==> config.mk <==
export PLATFORM = sky130hd
export DESIGN_NAME = packet_serializer
export DESIGN_NICKNAME = d
export VERILOG_FILES = /design/src/rtl/packet_serializer.sv
export SDC_FILE = /design/constraint.sdc
export NUM_CORES = 1
export LEC_CHECK = 0
export ABC_CLOCK_PERIOD_IN_PS = 6750
export CORE_UTILIZATION = 40
export CTS_CLUSTER_SIZE = 14
export DETAILED_ROUTE_END_ITERATION = 7
export GPL_TIMING_DRIVEN = 0
export MAX_ROUTING_LAYER = met4
export SLEW_MARGIN = 20
export SYNTH_ARGS = -nofsm -noshare
export SYNTH_HDL_FRONTEND = slang
export SYNTH_SLANG_ARGS = --single-unit
==> constraint.sdc <==
create_clock -name clk -period 6.75 [get_ports clk]
set_input_delay 0.675 -clock clk [delete_from_list [all_inputs] [get_ports clk]]
set_output_delay 0.675 -clock clk [all_outputs]
set_load 0.02 [all_outputs]
==> src/rtl/packet_serializer.sv <==
// Manchester frame serializer: 7x0x55 preamble, 0xD5 SFD, pkt_len FIFO bytes, LSB first; optional CRC-8 trailer
// when PACKET_SERIALIZER_CRC_EN is defined. First half-bit one cycle after start; FIFO pops only at byte boundaries.
module packet_serializer #(
    parameter int unsigned HALF_BIT_CYCLES = 4
) (
    input  logic       clk,
    input  logic       n_rst,
    input  logic       start,
    input  logic [7:0] pkt_len,
    input  logic       fifo_empty,
    input  logic [7:0] fifo_data,
    output logic       fifo_r_en,
    output logic       ethernet_out,
    output logic       busy,
    output logic       done,
    output logic       underrun
);

`ifdef PACKET_SERIALIZER_CRC_EN
    typedef enum logic [2:0] {IDLE, PREAMBLE, SFD, PAYLOAD, CRC} state_t;
`else
    typedef enum logic [2:0] {IDLE, PREAMBLE, SFD, PAYLOAD} state_t;
`endif

    localparam logic [7:0] HALF_LAST = 8'(HALF_BIT_CYCLES - 1);

    state_t     state_q;
    logic [7:0] half_cnt_q;
    logic       phase_q;
    logic [2:0] bit_cnt_q;
    logic [7:0] byte_cnt_q;
    logic [7:0] len_q;
    logic [7:0] shift_q;
    logic       line_q;
    logic       busy_q;
    logic       done_q;
    logic       underrun_q;
    logic       half_end;
    logic       byte_end;
    logic       fetch;

`ifdef PACKET_SERIALIZER_CRC_EN
    logic [7:0] crc_q;
    logic [7:0] crc_d;

    function automatic logic [7:0] crc8_step(input logic [7:0] crc, input logic [7:0] data);
        logic [7:0] c;
        c = crc ^ data;
        for (int i = 0; i < 8; i++) begin
            c = c[7] ? ((c << 1) ^ 8'h07) : (c << 1);
        end
        return c;
    endfunction

    assign crc_d = crc8_step(crc_q, fifo_data);
`endif

    assign half_end  = (half_cnt_q == HALF_LAST);
    assign byte_end  = half_end && phase_q && (bit_cnt_q == 3'd7);
    // byte_cnt_q holds payload bytes still to fetch once past the preamble
    assign fetch     = byte_end && ((state_q == SFD) || ((state_q == PAYLOAD) && (byte_cnt_q != 8'd0)));
    assign fifo_r_en = fetch && !fifo_empty;

    always_ff @(posedge clk or negedge n_rst) begin
        if (!n_rst) begin
            state_q    <= IDLE;
            half_cnt_q <= 8'd0;
            phase_q    <= 1'b0;
            bit_cnt_q  <= 3'd0;
            byte_cnt_q <= 8'd0;
            len_q      <= 8'd0;
            shift_q    <= 8'd0;
            line_q     <= 1'b0;
            busy_q     <= 1'b0;
            done_q     <= 1'b0;
            underrun_q <= 1'b0;
`ifdef PACKET_SERIALIZER_CRC_EN
            crc_q      <= 8'd0;
`endif
        end else begin
            done_q     <= 1'b0;
            underrun_q <= 1'b0;
            if (state_q == IDLE) begin
                if (start && (pkt_len != 8'd0)) begin
                    state_q    <= PREAMBLE;
                    len_q      <= pkt_len;
                    byte_cnt_q <= 8'd6;
                    shift_q    <= 8'h55;
                    line_q     <= 1'b0;
                    busy_q     <= 1'b1;
                    half_cnt_q <= 8'd0;
                    phase_q    <= 1'b0;
                    bit_cnt_q  <= 3'd0;
`ifdef PACKET_SERIALIZER_CRC_EN
                    crc_q      <= 8'd0;
`endif
                end
            end else if (!half_end) begin
                half_cnt_q <= half_cnt_q + 8'd1;
            end else if (!phase_q) begin
                half_cnt_q <= 8'd0;
                phase_q    <= 1'b1;
                line_q     <= shift_q[0];
            end else if (bit_cnt_q != 3'd7) begin
                half_cnt_q <= 8'd0;
                phase_q    <= 1'b0;
                bit_cnt_q  <= bit_cnt_q + 3'd1;
                shift_q    <= shift_q >> 1;
                line_q     <= ~shift_q[1];
            end else begin
                half_cnt_q <= 8'd0;
                phase_q    <= 1'b0;
                bit_cnt_q  <= 3'd0;
                if (state_q == PREAMBLE) begin
                    if (byte_cnt_q == 8'd0) begin
                        state_q    <= SFD;
                        shift_q    <= 8'hD5;
                        line_q     <= 1'b0;
                        byte_cnt_q <= len_q;
                    end else begin
                        byte_cnt_q <= byte_cnt_q - 8'd1;
                        shift_q    <= 8'h55;
                        line_q     <= 1'b0;
                    end
                end else if (fetch) begin
                    if (fifo_empty) begin
                        state_q    <= IDLE;
                        line_q     <= 1'b0;
                        busy_q     <= 1'b0;
                        underrun_q <= 1'b1;
                        byte_cnt_q <= 8'd0;
                    end else begin
                        state_q    <= PAYLOAD;
                        shift_q    <= fifo_data;
                        line_q     <= ~fifo_data[0];
                        byte_cnt_q <= byte_cnt_q - 8'd1;
`ifdef PACKET_SERIALIZER_CRC_EN
                        crc_q      <= crc_d;
`endif
                    end
                end
`ifdef PACKET_SERIALIZER_CRC_EN
                else if (state_q == PAYLOAD) begin
                    state_q <= CRC;
                    shift_q <= crc_q;
                    line_q  <= ~crc_q[0];
                end
`endif
                else begin
                    state_q <= IDLE;
                    line_q  <= 1'b0;
                    busy_q  <= 1'b0;
                    done_q  <= 1'b1;
                end
            end
        end
    end

    assign ethernet_out = line_q;
    assign busy         = busy_q;
    assign done         = done_q;
    assign underrun     = underrun_q;

endmodule
==> flow_metrics.tcl, run 1 <==
set metrics [dict create \
    status "finished clean" \
    crit_end "fifo_r_en" \
    fin_util_pct 50.2 \
    rows 27 \
    grt_first_pass_wirelength_mm 9.16 \
    post_cts_resized 0 \
    synth_area_leaders "dfrtp_1 (45%), mux2_2 (7.2%), o21ai_0 (4.7%)" \
    combPwrFrac_pct 27.1 \
    yosysTopAreaCell "dfrtp_1" \
    reg2reg_to "byte_cnt_q[3]" \
    grt_max_degree 29 \
    holdWs_ps 284 \
    slew_headroom_pct 52.4 \
    leakage_nw 1.18 \
    cts_inserted_buffers 5 \
    grt_pass1_vias 1823 \
    swShare_pct 30.4 \
    grtUsageTotal_pct 19.5 \
    synth.distinct_cells 53 \
    synth_nets 263 \
    ios 25 \
    area_growth_pct 19.6 \
    ant_nets 0 \
    drcViolationCount 0 \
    antenna_found_initial 0 \
    finalHoldViolCount 0 \
    cts_tree "built" \
    fin_crit_sh_pct 50.8 \
    cp-end-kind "output port" \
    seq_area_frac_synth_pct 44.9 \
    dr.first_iter.drc_count 111 \
    yosysWarnings 0 \
    finalSetupTns_ps 0 \
    powerDensity_nw_per_um2 271 \
    startpoint "half_cnt_q[0]" \
    total_power_w 0.000759 \
    min_period_ps 3430 \
    cp_data_required_time_ps 6070 \
    pwr-share-clk_pct 26.8 \
    portBuffers 24 \
    min_path_type "in2async" \
    yosysMostFrequentCell "dfrtp_1" \
    synthFlopType "dfrtp_1" \
    p_int_w 0.000528 \
    core-area_um2 5570 \
    n_antenna_cell 0 \
    vias_per_cell 5.59 \
    vias 1918 \
    pre_cts_slack_ps 3570 \
    pwr-share-seq_pct 46.0 \
    grt_overflow_total 0 \
    die_h_um 78.5 \
    syn_area_um2 2340 \
    wirelength_met1_mm 2.71 \
    syn_inst 239 \
    start_util_pct 42.0 \
    async_reset_ff_share_pct 100 \
    synth-edff-count 0 \
    crit_path_start_kind "flip-flop" \
    synth.top_cell.area_share_pct 44.9 \
    cts_num_sinks 42 \
    fin_ws_ps 3320 \
    fmax_mhz 292 \
    reg2reg_from "byte_cnt_q[0]" \
    cp_max_fo 5 \
    nets 295 \
    routed_wirelength_mm 5.30 \
    path_clk_slew_ps 80 \
    cts_setup_buffers 0 \
    dp_hpwl_mm 4.00 \
    met3WireLength_um 98 \
    rr_worst_depth 8 \
    die_area_um2 6160 \
    place.gp.congestion 0.804 \
    cts.root.buffer_cell "clkbuf_8" \
    r2r_slack_ps 4170 \
    first_pass_iters 4 \
    crit_type "reg2out" \
    ys_ff_latch 42 \
    rsz0062_at_grt "no" \
    cts_hold_buf 0 \
    vdd_drop_max_uv 119 \
    final-setup-viol-count 0 \
    cts_buffer_depth 2 \
    switching_power_w 0.000231 \
    htree_levels 2 \
    routed.top_layer "met4" \
    die_x_um 78.5 \
    wl_met2_mm 2.44 \
    worst_pin_slew_ps 708 \
    clkLatencyLatePin_ps 300 \
    wl_per_cell_um 15.5 \
    layout-drive-gt1-share_pct 14.0 \
    cap_violations 0 \
    syn_avg_cell_area_um2 9.78 \
    synth_common_cells "dfrtp_1 (42), nor2_1 (23), o21ai_0 (22)" \
    maxSlewViolCount 0 \
    critPathArrivalTime_ps 2760 \
    clock_skew_ps 11.6 \
]
flip-flops by register name, indices dropped and copies added, names as in the netlist, 2 cells and up:
signal and count:
bit_cnt_q 3, byte_cnt_q 8, half_cnt_q 8, len_q 8, shift_q 8, state_q 2
cells by family (layout without fill, tap and decap cells):
kind of cell | after synthesis | in the layout | share of synthesized area, %
AO/OA/AOI/OAI | 65 | 65 | 19.6
XOR/XNOR | 3 | 3 | 1.12
adder cells (fa/ha/maj) | 4 | 4 | 2.14
buffers and inverters | 18 | 50 | 3.10
flip-flops | 42 | 42 | 44.9
multiplexers | 18 | 18 | 8.51
AND/OR/NAND/NOR | 89 | 89 | 20.6
cells in the final DEF, fill, tap and decap left out, types with 3 or more instances in the layout:
cell,instances
nor4_1,3
buf_2,5
dfrtp_1,42
ha_1,4
a22o_1,3
and3_1,4
mux2i_1,3
inv_1,7
nor3_1,14
clkbuf_1,6
nor4b_1,3
clkbuf_8,6
a21oi_1,10
mux2_2,15
o21ai_0,22
nor2_1,23
a32o_1,3
nand2_1,19
nand3_1,4
a21o_1,3
o31ai_1,5
clkdlybuf4s50_1,23
metal layers:
metal	global-route usage, %	up-vias
met1	27.5	939
met3	2.56	5
li1	-	957
met4	6.11	0
met2	29.1	17
met5	-	-
final cells by class:
type | instances | area (um^2)
sequential | 42 | 1050
clock inverter | 1 | 30.0
inverter | 8 | 30.0
buffer | 10 | 42.5
timing repair buffer | 25 | 255
clock buffer | 6 | 82.6
fill | 560 | 2780
tap | 72 | 90.1
multi-input combinational | 179 | 1210
worst min-delay path by stage:
stage	to	slack [ps]
6_report	len_q[1]	280
5_1_grt	len_q[1]	300
3_5_place_dp	bit_cnt_q[0]	490
4_1_cts	len_q[1]	310
2_1_floorplan	bit_cnt_q[0]	380
3_3_place_gp	shift_q[0]	480
metrics by stage:
stage | cell area, um^2 | cells
3_3_place_gp | 2670 | 335
2_1_floorplan | 2340 | 239
3_5_place_dp | 2680 | 336
6_report | 2800 | 343
4_1_cts | 2800 | 343
5_1_grt | 2800 | 343
power by group through the flow:
stage,Clock (W),Combinational [W],Sequential [W]
global placement,0,0.000204,0.000354
finish,0.000204,0.000206,0.000349
floorplan,0,0.000150,0.000344
CTS,0.000208,0.000207,0.000350
detailed placement,0,0.000207,0.000355
global route,0.000219,0.000230,0.000359
critical path, cell delays in order (launching register included):
cell and delay (ps):
dfrtp_1 380, ha_1 230, nor4b_1 350, nand2_1 190
or4_4 550, inv_2 140, clkdlybuf4s50_1 620
No activity file was read; power rests on OpenSTA's default activity.
==> run 2: changes to the inputs <==
--- a/config.mk
+++ b/config.mk
@@ -5,7 +5,7 @@
 export SDC_FILE = /design/constraint.sdc
 export NUM_CORES = 1
 export LEC_CHECK = 0
-export ABC_CLOCK_PERIOD_IN_PS = 6750
+export ABC_CLOCK_PERIOD_IN_PS = 2800
 export CORE_UTILIZATION = 40
 export CTS_CLUSTER_SIZE = 14
 export DETAILED_ROUTE_END_ITERATION = 7
==> constraint.sdc (replaced) <==
create_clock -name clk -period 2.8 [get_ports clk]
set_input_delay 0.28 -clock clk [delete_from_list [all_inputs] [get_ports clk]]
set_output_delay 0.28 -clock clk [all_outputs]
set_load 0.02 [all_outputs]
==> run 2 against run 1 <==
Against the previous run:
- non-clock buffer count up 1
- wire length about the same
- worst hold slack better by 140 ps
- critical path depth unchanged
- utilization up 0.090 points
- clock skew down 1.0 ps
- combinational power up 140%
- cell area up 0.18%
- largest power group unchanged
==> flow_metrics.tcl, run 2 (synthesized netlist as in run 1, its figures left out) <==
set metrics [dict create \
    grt_pass1_vias 1829 \
    worst_pin_slew_ps 702 \
    grt_overflow_total 0 \
    r2r_slack_ps 250 \
    die_h_um 78.5 \
    drcViolationCount 0 \
    cp_data_required_time_ps 2520 \
    critPathArrivalTime_ps 2320 \
    ant_nets 0 \
    powerDensity_nw_per_um2 653 \
    finalHoldViolCount 0 \
    leakage_nw 1.18 \
    area_growth_pct 19.8 \
    dpl_cell_area_um2 2680 \
    n_antenna_cell 0 \
    rr_worst_depth 9 \
    crit_end "fifo_r_en" \
    first_pass_iters 4 \
    htree_levels 2 \
    clkLatencyLatePin_ps 300 \
    core-area_um2 5570 \
    grt_max_degree 29 \
    final_cell_count_no_fill 344 \
    fillCellCount 562 \
    rows 27 \
    min_path_type "in2async" \
    nets 296 \
    status "finished clean" \
    start_util_pct 42.0 \
    cts_buffer_depth 2 \
    path_clk_slew_ps 80 \
    final-setup-viol-count 0 \
    crit_type "reg2out" \
    post-place-cells 336 \
    crit_path_start_kind "flip-flop" \
    cap_violations 0 \
    maxSlewViolCount 0 \
    startpoint "half_cnt_q[0]" \
    dr.first_iter.drc_count 133 \
    antenna_found_initial 0 \
    grtUsageTotal_pct 19.5 \
    wl_per_cell_um 15.4 \
    ios 25 \
    cts_tree "built" \
    grt_first_pass_wirelength_mm 9.17 \
    die_area_um2 6160 \
    final_common_cell "dfrtp_1" \
    fin_area_um2 2800 \
    place.gp.congestion 0.804 \
    cts_inserted_buffers 5 \
    vias_per_cell 5.63 \
    cts_num_sinks 42 \
    fmax_mhz 384 \
    pre_cts_slack_ps 100 \
    min_period_ps 2600 \
    rsz0062_at_grt "no" \
    clock_skew_ps 10.6 \
    cts_setup_buffers 0 \
    reg2reg_to "shift_q[4]" \
    dp_hpwl_mm 4.00 \
    cp-end-kind "output port" \
    vias 1935 \
    slew_headroom_pct 52.8 \
    reg2reg_from "byte_cnt_q[0]" \
    cts.root.buffer_cell "clkbuf_8" \
    portBuffers 24 \
    vdd_drop_max_uv 286 \
    fin_crit_sh_pct 92.9 \
    routed_wirelength_mm 5.30 \
    layout-drive-gt1-share_pct 14.3 \
    die_x_um 78.5 \
    cp_max_fo 5 \
    finalSetupTns_ps 0 \
    mostFrequentLayoutCells "dfrtp_1 (42), nor2_1 (23), o21ai_0 (22), clkdlybuf4s50_1 (22), nand2_1 (19)" \
    holdWs_ps 428 \
    fin_ws_ps 199 \
]
[run 2: final cells by class]
type	count	area, um^2	area share, %
multi-input cells	179	1210	43.4
flip-flops and latches	42	1050	37.5
repair buffers	26	260	9.29
well taps	72	90.1	3.22
clock buffers	6	82.6	2.95
plain buffers	10	42.5	1.52
clock inverters	1	30.0	1.07
inverters	8	30.0	1.07
[run 2: repair_timing]
action / CTS / global route
resized for setup: 1 / 2
endpoints found under the setup margin: 1 / 1
gates cloned: 0 / 0
hold buffers: 1 / 0
pin swaps: 0 / 0
hold endpoints to repair: 14 / 0
[run 2: layer usage]
| layer | part of all wire, % | global-route usage, % | up-vias | wire length (um) |
|---|---|---|---|---|
| met3 | 2.4 | 2.56 | 5 | 129 |
| li1 | - | - | 959 | - |
| met4 | 1.0 | 6.11 | 0 | 55 |
| met2 | 46 | 29.2 | 23 | 2430 |
| met1 | 51 | 27.5 | 948 | 2690 |
| met5 | 0 | - | - | 0 |
[run 2: report_power, final]
part | switching, W | internal (W)
Combinational | 0.000251 | 0.000246
Sequential | 0.000100 | 0.000742
Clock | 0.000204 | 0.000285
Total | 0.000555 | 0.00127
[run 2: critical path: stages (launching register included)]
cell and delay [ps]:
dfrtp_1 380, ha_1 230, nor4b_1 350, nand2_1 190, or4_4 550, inv_2 140
clkbuf_2 190
[run 2: worst min path at each step]
| stage | end | cells after the start |
|---|---|---|
| global route | len_q[1] | 2 |
| finish | len_q[1] | 2 |
| detailed placement | len_q[3] | 1 |
| CTS | len_q[1] | 2 |
| global placement | shift_q[0] | 1 |
| floorplan | bit_cnt_q[0] | 0 |
[run 2: per-stage QoR]
stage,util (%),power (W)
after floorplan,-,0.00119
after global placement,47.9,0.00134
after detailed placement,48.1,0.00135
after CTS,50.3,0.00185
after global routing,50.3,0.00195
final,50.3,0.00183
